File: src/rtl/pic_pkg.sv
// Shared types and constants for the 8259-style PIC host bus master.
package pic_pkg;

   typedef enum logic [2:0] {
      IDLE,
      SETUP,
      STROBE,
      HOLD,
      ACK1,
      GAP,
      ACK2,
      RECOV
   } pic_state_e;

   localparam int INTA_PULSES       = 2;
   localparam int DEF_STROBE_CYCLES = 2;
   localparam int DEF_GAP_CYCLES    = 2;

   // Counter load value on entry to a state: the state lasts load+1 cycles.
   function automatic logic [3:0] state_len(input pic_state_e s,
                                            input int strobe_cycles,
                                            input int gap_cycles);
      logic [3:0] len;
      case (s)
         STROBE, ACK1, ACK2: len = 4'(strobe_cycles - 1);
         GAP, RECOV:         len = 4'(gap_cycles - 1);
         default:            len = 4'd0;
      endcase
      return len;
   endfunction

endpackage

File: src/rtl/pic_sync2.sv
// Two-flop synchronizer bringing an asynchronous level into the clk domain.
module pic_sync2 (
   input  logic clk,
   input  logic reset,
   input  logic d,
   output logic q
);

   logic meta;

   always_ff @(posedge clk) begin
      if (reset) begin
         meta <= 1'b0;
         q    <= 1'b0;
      end else begin
         meta <= d;
         q    <= meta;
      end
   end

endmodule

File: src/rtl/pic_host_master.sv
// Host-side bus master for an 8259-style PIC: register read/write cycles and
// the two-pulse INTA acknowledge with vector capture.
module pic_host_master
   import pic_pkg::*;
#(
   parameter int STROBE_CYCLES = DEF_STROBE_CYCLES,
   parameter int GAP_CYCLES    = DEF_GAP_CYCLES
) (
   input  logic       clk,
   input  logic       reset,
   input  logic       cmd_valid,
   output logic       cmd_ready,
   input  logic       cmd_read,
   input  logic       cmd_a0,
   input  logic [7:0] cmd_data,
   output logic [7:0] rd_data,
   output logic       rd_valid,
   output logic [7:0] vec_data,
   output logic       vec_valid,
   output logic       busy,
   output logic       CS_n,
   output logic       WR_n,
   output logic       RD_n,
   output logic       A0,
   output logic [7:0] D_out,
   output logic       D_oe,
   input  logic [7:0] D_in,
   input  logic       INT,
   output logic       INTA
);

   pic_state_e state, state_d;
   logic [3:0] cnt;
   logic       int_s;
   logic       lat_read;
   logic       accept;
   logic       read_d;
   logic       bus_d;
   logic       cap_rd;
   logic       cap_vec;

   pic_sync2 u_int_sync (
      .clk   (clk),
      .reset (reset),
      .d     (INT),
      .q     (int_s)
   );

   // A pending interrupt hides cmd_ready, so acknowledge wins a same-cycle race.
   assign cmd_ready = (state == IDLE) && !int_s && !reset;
   assign accept    = cmd_valid && cmd_ready;
   assign busy      = (state != IDLE);
   assign read_d    = accept ? cmd_read : lat_read;
   assign bus_d     = (state_d == SETUP) || (state_d == STROBE) || (state_d == HOLD);
   assign cap_rd    = (state == STROBE) && (cnt == 4'd0) && lat_read;
   assign cap_vec   = (state == ACK2) && (cnt == 4'd0);

   // NOTE: state_d is defaulted before the case so no path leaves it unassigned,
   // which would otherwise infer a latch.
   always_comb begin
      state_d = state;
      case (state)
         IDLE: begin
            if (int_s)       state_d = ACK1;
            else if (accept) state_d = SETUP;
         end
         SETUP:  state_d = STROBE;
         STROBE: if (cnt == 4'd0) state_d = HOLD;
         HOLD:   state_d = RECOV;
         ACK1:   if (cnt == 4'd0) state_d = GAP;
         GAP:    if (cnt == 4'd0) state_d = ACK2;
         ACK2:   if (cnt == 4'd0) state_d = RECOV;
         RECOV:  if (cnt == 4'd0) state_d = IDLE;
         default: state_d = IDLE;
      endcase
   end

   // Bus pins are decoded from the next state and registered, so each pin
   // changes together with the state it belongs to and never glitches.
   // NOTE: every register here uses <= so all of them sample the pre-edge
   // values of state, cnt and lat_read, regardless of statement order.
   always_ff @(posedge clk) begin
      if (reset) begin
         // NOTE: the data registers are reset too because their post-reset
         // value is visible on rd_data, vec_data and D_out.
         state     <= IDLE;
         cnt       <= 4'd0;
         lat_read  <= 1'b0;
         A0        <= 1'b0;
         D_out     <= 8'h00;
         CS_n      <= 1'b1;
         WR_n      <= 1'b1;
         RD_n      <= 1'b1;
         D_oe      <= 1'b0;
         INTA      <= 1'b1;
         rd_data   <= 8'h00;
         rd_valid  <= 1'b0;
         vec_data  <= 8'h00;
         vec_valid <= 1'b0;
      end else begin
         state <= state_d;
         if (state_d != state)
            cnt <= state_len(state_d, STROBE_CYCLES, GAP_CYCLES);
         else if (cnt != 4'd0)
            cnt <= cnt - 4'd1;

         if (accept) begin
            lat_read <= cmd_read;
            A0       <= cmd_a0;
            D_out    <= cmd_data;
         end

         CS_n <= !bus_d;
         WR_n <= !((state_d == STROBE) && !read_d);
         RD_n <= !((state_d == STROBE) && read_d);
         D_oe <= bus_d && !read_d;
         INTA <= !((state_d == ACK1) || (state_d == ACK2));

         rd_valid  <= cap_rd;
         vec_valid <= cap_vec;
         if (cap_rd)  rd_data  <= D_in;
         if (cap_vec) vec_data <= D_in;
      end
   end

endmodule

File: config.mk
export PLATFORM = sky130hd
export DESIGN_NAME = pic_host_master
export DESIGN_NICKNAME = d
export VERILOG_FILES = /design/src/rtl/pic_pkg.sv /design/src/rtl/pic_sync2.sv /design/src/rtl/pic_host_master.sv
export SDC_FILE = /design/constraint.sdc
export NUM_CORES = 1
export LEC_CHECK = 0
export CAP_MARGIN = 15
export CORE_MARGIN = 10
export CORE_UTILIZATION = 30
export CTS_CLUSTER_SIZE = 8
export DETAILED_ROUTE_END_ITERATION = 10
export MAX_ROUTING_LAYER = met4
export PLACE_DENSITY_LB_ADDON = 0.05
export SYNTH_ARGS = -nofsm -noshare
export SYNTH_HDL_FRONTEND = slang
export SYNTH_SLANG_ARGS = --single-unit
export TNS_END_PERCENT = 30
File: constraint.sdc
create_clock -name clk -period 1.8 [get_ports clk]
set_clock_uncertainty 0.05 [all_clocks]
set_input_delay 0.45 -clock clk [delete_from_list [all_inputs] [get_ports clk]]
set_output_delay 0.45 -clock clk [all_outputs]
set_load 0.05 [all_outputs]
==> results of run 1 <==
-- state kept, by name, summed over array words and instances (netlist names) --
signal / cells
vec_valid: 1
u_int_sync.q: 1
rd_valid: 1
D_oe: 1
lat_read: 1
WR_n: 1
RD_n: 1
D_out: 8
CS_n: 1
vec_data: 8
INTA: 1
rd_data: 8
state: 3
A0: 1
cnt: 4
u_int_sync.meta: 1
-- per-layer routing --
layer / vias to the layer above / wire (um) / global-route usage [%]
met4: 0 / 57 / 4.239
li1: 771 / - / -
met3: 5 / 340 / 4.679
met5: - / 0 / -
met1: 705 / 2060 / 12.80
met2: 48 / 2381 / 16.99
-- power groups by stage --
stage,logic (mW),clock network [mW],registers (mW)
after floorplan,0.578,0,1.33
after global placement,1.19,0,1.13
after detailed placement,1.20,0,1.13
after CTS,1.23,0.637,1.11
after global routing,1.37,0.691,1.13
final,1.26,0.613,1.11
-- per-stage QoR --
stage                      TNS, ns  cells  worst slack (ns)
after floorplan                  0    187           0.01591
after global placement    -0.04494    317          -0.04494
after detailed placement  -0.07446    317          -0.04661
after CTS                 -0.01738    326          -0.01738
after global routing      -0.05412    328          -0.05412
final                            0    328          0.007725
-- final timing paths --
path,to,slack [ns],depth (start not counted)
setup / recovery,cmd_ready,0.008,3
hold reg to reg,u_int_sync.q,0.40,1
hold / removal,u_int_sync.q,0.40,1
setup reg to reg,vec_data[7],0.12,7
-- synth_stat cells, types with 2 or more instances --
library cell,count
nor3_1,5
clkbuf_1,6
inv_1,3
mux2i_1,10
buf_1,2
nor2b_1,7
a21oi_1,10
a211oi_1,2
nand2_1,31
nand3b_1,10
buf_2,3
dfxtp_1,42
nand2b_1,2
o21ai_0,3
nand3_1,16
nor2_1,18
-- kinds of logic (layout without fill, tap and decap cells) --
family          Yosys count  in the layout
simple gates             97             97
flops                    42             42
compound gates           20             20
buf+inv                  15             84
mux                      11             11
fa+ha+maj                 1              1
xor+xnor                  1              1
-- final cells by class --
cell class | instances | share of cell area (%)
sequential | 42 | 34.35
clock buffer | 5 | 2.803
tap | 72 | 3.670
timing repair buffer | 73 | 25.74
inverter | 3 | 0.4587
clock inverter | 3 | 0.8665
multi-input combinational | 130 | 32.11
-- timing repair --
item	4_1_cts	5_1_grt
resized for setup	4	7
endpoints found under the setup margin	3	14
setup buffers	1	2
pin swaps	1	1
==> flow_metrics.tcl, run 1 <==
set metrics [dict create \
    die_h_um 94.54 \
    synthFlopType "dfxtp_1" \
    insertion_delay_ns 0.29 \
    slowest_delay_ns 0.34 \
    layout_common_cells "48 x buf_4, 40 x dfxtp_1, 31 x nand2_1, 20 x clkdlybuf4s50_1, 17 x nor2_1" \
    placed_cell_area_sq_um 2311 \
    cts_buffers 5 \
    cap_violations 0 \
    fp-row-count 27 \
    routed_wl_um 4840 \
    final_hold_viol_count 0 \
    min_path_type "reg2reg" \
    worstSetupStartpoint "state[0]" \
    synthesis.area_sq_um 1667 \
    switching_power_mw 1.153 \
    routabilityCongestion 0.7997 \
    worst-setup-path-type "reg2out" \
    regArea_sq_um 843.3 \
    arrival_ns 1.29 \
    crit_slowest_cell "dfxtp_2" \
    wl_per_cell_um 14.76 \
    ys_top_cells_by_area "dfxtp_1 50%, nand2_1 7.0%, mux2i_1 6.0%, nand3_1 4.8%, nand3b_1 4.5%" \
    finalSetupViolations 0 \
    synth.net_count 210 \
    ys_types 33 \
    hold_ws_ns 0.3996 \
    powerDensity_nw_per_um2 1219 \
    finalCriticalPeriod_ns 1.792 \
    multiInputGateArea_sq_um 788.3 \
    grt_pass1_vias 1521 \
    postCtsHoldBufs 0 \
    io_pins 56 \
    p_seq_share_pct 37.2 \
    postSynthCellCount 187 \
    yosys_warnings 0 \
    synth_top_family_by_area "simple AND/OR/NAND/NOR gates" \
    tightestPinTransition_ns 0.2953 \
    avgSynthCellArea_sq_um 8.912 \
    worstPathRequired_ns 1.30 \
    slew_headroom_pct 80.06 \
    grt_overflow 0 \
    dr_total_vias 1529 \
    period_share_pct 99.57 \
    portBuffers 55 \
    internal-power_mw 1.839 \
    syn2layout_area_growth_pct 47.30 \
    grt_max_degree 17 \
    nNetsFinal 278 \
    synth_edf_count 0 \
    worst_setup_path_start_kind "flip-flop" \
    drt-vias-per-instance 4.662 \
    post-route-util_pct 45.13 \
    status "finished, final reports clean" \
    cts_root_buf "clkbuf_8" \
    die_w_um 94.54 \
    clkPwrFrac_pct 20.5 \
    n_fill_cell 544 \
    combPwrFrac_pct 42.3 \
    core_area_sq_um 5439 \
    path_buf_inv 1 \
    final_area_sq_um 2455 \
    clk_path_buf_depth 2 \
    synth_compound_area_share_pct 7.057 \
    synthAdderAreaFrac_pct 0.7508 \
    drv_slew 0 \
    rsz0062_at_grt "true" \
    antenna_found_initial 0 \
    grt_usage_pct 11.16 \
    cp_max_fo 2 \
    dp_hpwl_um 3578 \
    critical_path.top_delay_family "simple AND/OR/NAND/NOR gates" \
    drive_gt1_share_pct 28.52 \
    ys_ff_latch 42 \
    r2r-start "cnt[1]" \
    synth_area_leader_cell "dfxtp_1" \
    clock-sinks 42 \
    path_clk_slew_ns 0.08 \
    diodes 0 \
    yosys.area_share.simple_pct 30.48 \
    crit_chain "nor4_4 > nor2b_4 > buf_12" \
    swShare_pct 38.54 \
    drt_iter0_drc 34 \
    cts_tree "done" \
    die-area_sq_um 8937 \
    seq_area_frac_synth_pct 50.45 \
    async_flop_share_pct 0 \
    htreeDepth 2 \
    totalPowerFinal_mw 2.992 \
    p_leak_nw 1.082 \
    final_common_cell "buf_4" \
    muxShareOfSynthArea_pct 6.682 \
    min_from "u_int_sync.meta" \
    drtAntennaViolNets 0 \
    synthXorXnorAreaFrac_pct 0.5255 \
    drt_pass1_iterations 4 \
    drc 0 \
    synth.top_cell.area_share_pct 50.45 \
    worstSetupEndpointType "primary output" \
    initial_core_util_pct 30.64 \
    max_freq_mhz 558.0 \
    grt_pass1_wl_um 7638 \
    max-vdd-ir-drop_uv 716.3 \
]
Power figures use the tool's default switching activity.
==> inputs of run 2 (changes only) <==
==> constraint.sdc (replaced) <==
create_clock -name clk -period 1.6 [get_ports clk]
set_clock_uncertainty 0.05 [all_clocks]
set_input_delay 0.4 -clock clk [delete_from_list [all_inputs] [get_ports clk]]
set_output_delay 0.4 -clock clk [all_outputs]
set_load 0.05 [all_outputs]
==> run 2 against run 1 <==
The run now ends with setup timing left. Routed wire length fell by 2.3%. Cell count grew 3.7%. Via count grew 2.4%. Global-route usage fell by 0.073 points. Clock-buffer cell count stayed put.
==> flow_metrics.tcl, run 2 (synthesis results as in run 1) <==
set metrics [dict create \
    status "finished, violations left" \
    violations "setup timing" \
    rr_worst_depth 7 \
    grt_usage_pct 11.09 \
    io_pins 56 \
    worstSetupEndpointType "primary output" \
    worst_setup_path_start_kind "input pin" \
    die_h_um 94.54 \
    die-area_sq_um 8937 \
    combPwrFrac_pct 48.5 \
    path_clk_slew_ns 0.08 \
    dp_hpwl_um 3524 \
    slew_headroom_pct 76.26 \
    postCtsHoldBufs 0 \
    grt_pass1_wl_um 7797 \
    clk_path_buf_depth 2 \
    cts_buffers 5 \
    drive_gt1_share_pct 36.94 \
    drtAntennaViolNets 0 \
    worstPathRequired_ns 1.15 \
    arrival_ns 1.31 \
    grt_max_degree 15 \
    cp_max_fo 8 \
    antenna_found_initial 0 \
    dr_total_vias 1565 \
    syn2layout_area_growth_pct 81.68 \
    insertion_delay_ns 0.29 \
    drc 0 \
    initial_core_util_pct 30.64 \
    drt-vias-per-instance 4.603 \
    largestRegisters "D_out (8), rd_data (8), vec_data (8)" \
    final_common_cell "dfxtp_1" \
    n_fill_cell 488 \
    fp-row-count 27 \
    r2r_end "vec_data[0]" \
    layout_common_cells "37 x dfxtp_1, 35 x buf_12, 28 x nand2_1, 23 x buf_4, 21 x clkdlybuf4s50_1" \
    crit_end "cmd_ready" \
    min_path_type "reg2reg" \
    drt_iter0_drc 61 \
    max-vdd-ir-drop_uv 570.2 \
    drv_slew 0 \
    grt_pass1_vias 1570 \
    drt_pass1_iterations 4 \
    die_w_um 94.54 \
    nNetsFinal 290 \
    finalCriticalPeriod_ns 1.757 \
    rsz0062_at_grt "true" \
    clock-sinks 42 \
    fin_cells 340 \
    cts_root_buf "clkbuf_8" \
    wl_per_cell_um 13.90 \
    worst-setup-path-type "in2out" \
    p_seq_share_pct 33.4 \
    core_area_sq_um 5439 \
    portBuffers 55 \
    worstSetupStartpoint "reset" \
    internal-power_mw 2.444 \
    period_share_pct 109.8 \
    powerDensity_nw_per_um2 1274 \
    diodes 0 \
    swShare_pct 36.64 \
    p_leak_nw 1.264 \
    routed_wl_um 4727 \
    dp.cells 327 \
    final_hold_viol_count 0 \
    max_freq_mhz 569.1 \
    clkPwrFrac_pct 18.1 \
    cts_tree "done" \
    tightestPinTransition_ns 0.3553 \
    finalSetupViolations 9 \
    routabilityCongestion 0.8246 \
    place_ws_ns -0.1515 \
    r2r-start "cnt[0]" \
    final.setup.worst_slack_ns -0.1570 \
    cap_violations 0 \
    htreeDepth 2 \
    totalPowerFinal_mw 3.858 \
    rrSetupSlack_ns -0.04 \
    switching_power_mw 1.414 \
    grt_overflow 0 \
]
-- run 2: final cells by class --
| class | instances | area (sq um) | area share (%) |
|---|---|---|---|
| Timing Repair Buffer | 85 | 1151 | 38.02 |
| Sequential cell | 42 | 847.1 | 27.98 |
| Multi-Input combinational cell | 130 | 834.6 | 27.56 |
| Tap cell | 72 | 90.09 | 2.975 |
| Clock buffer | 5 | 68.82 | 2.273 |
| Clock inverter | 3 | 21.27 | 0.7025 |
| Inverter | 3 | 15.01 | 0.4959 |
-- run 2: power by group through the flow --
stage | Combinational, mW | Clock, mW | Sequential, mW
3_3_place_gp | 1.63 | 0 | 1.30
3_5_place_dp | 1.63 | 0 | 1.30
6_report | 1.87 | 0.699 | 1.29
2_1_floorplan | 0.668 | 0 | 1.49
5_1_grt | 2.00 | 0.765 | 1.30
4_1_cts | 1.75 | 0.725 | 1.28
-- run 2: worst min-delay path by stage --
stage                          from           end  slack [ns]  cells past startpoint
CTS                        lat_read          RD_n        0.39                      1
floorplan                  lat_read          RD_n        0.35                      1
global placement    u_int_sync.meta  u_int_sync.q        0.37                      1
detailed placement         lat_read          RD_n        0.37                      1
finish                     lat_read          RD_n        0.39                      1
global route        u_int_sync.meta  u_int_sync.q        0.40                      1
-- run 2: metal layers --
metal | vias to the layer above | global-route usage (%) | share of wire [%]
li1 | 795 | - | -
met1 | 717 | 13.25 | 41
met2 | 51 | 16.99 | 50
met3 | 2 | 4.362 | 8.0
met4 | 0 | 2.993 | 0.38
met5 | - | - | 0
-- run 2: timing repair --
action | CTS | global route
pin swaps | 3 | 8
endpoints found under the setup margin | 27 | 29
gates resized for setup | 14 | 16
buffers inserted | 3 | 2
-- run 2: stage by stage --
stage	TNS (ns)	util [%]	hold slack [ns]	instance area, sq um
finish	-0.3389	55.67	0.3871	3028
global route	-1.475	55.67	0.3989	3028
CTS	-0.1766	54.41	0.3921	2959
detailed placement	-2.718	51.48	0.3726	2800
global placement	-2.583	51.48	0.3714	2800
floorplan	0	-	0.3545	1685
-- run 2: critical path, stage by stage --
cell and delay (ns):
clkdlybuf4s50_1 0.44, buf_4 0.19, nor2b_4 0.13, buf_12 0.14
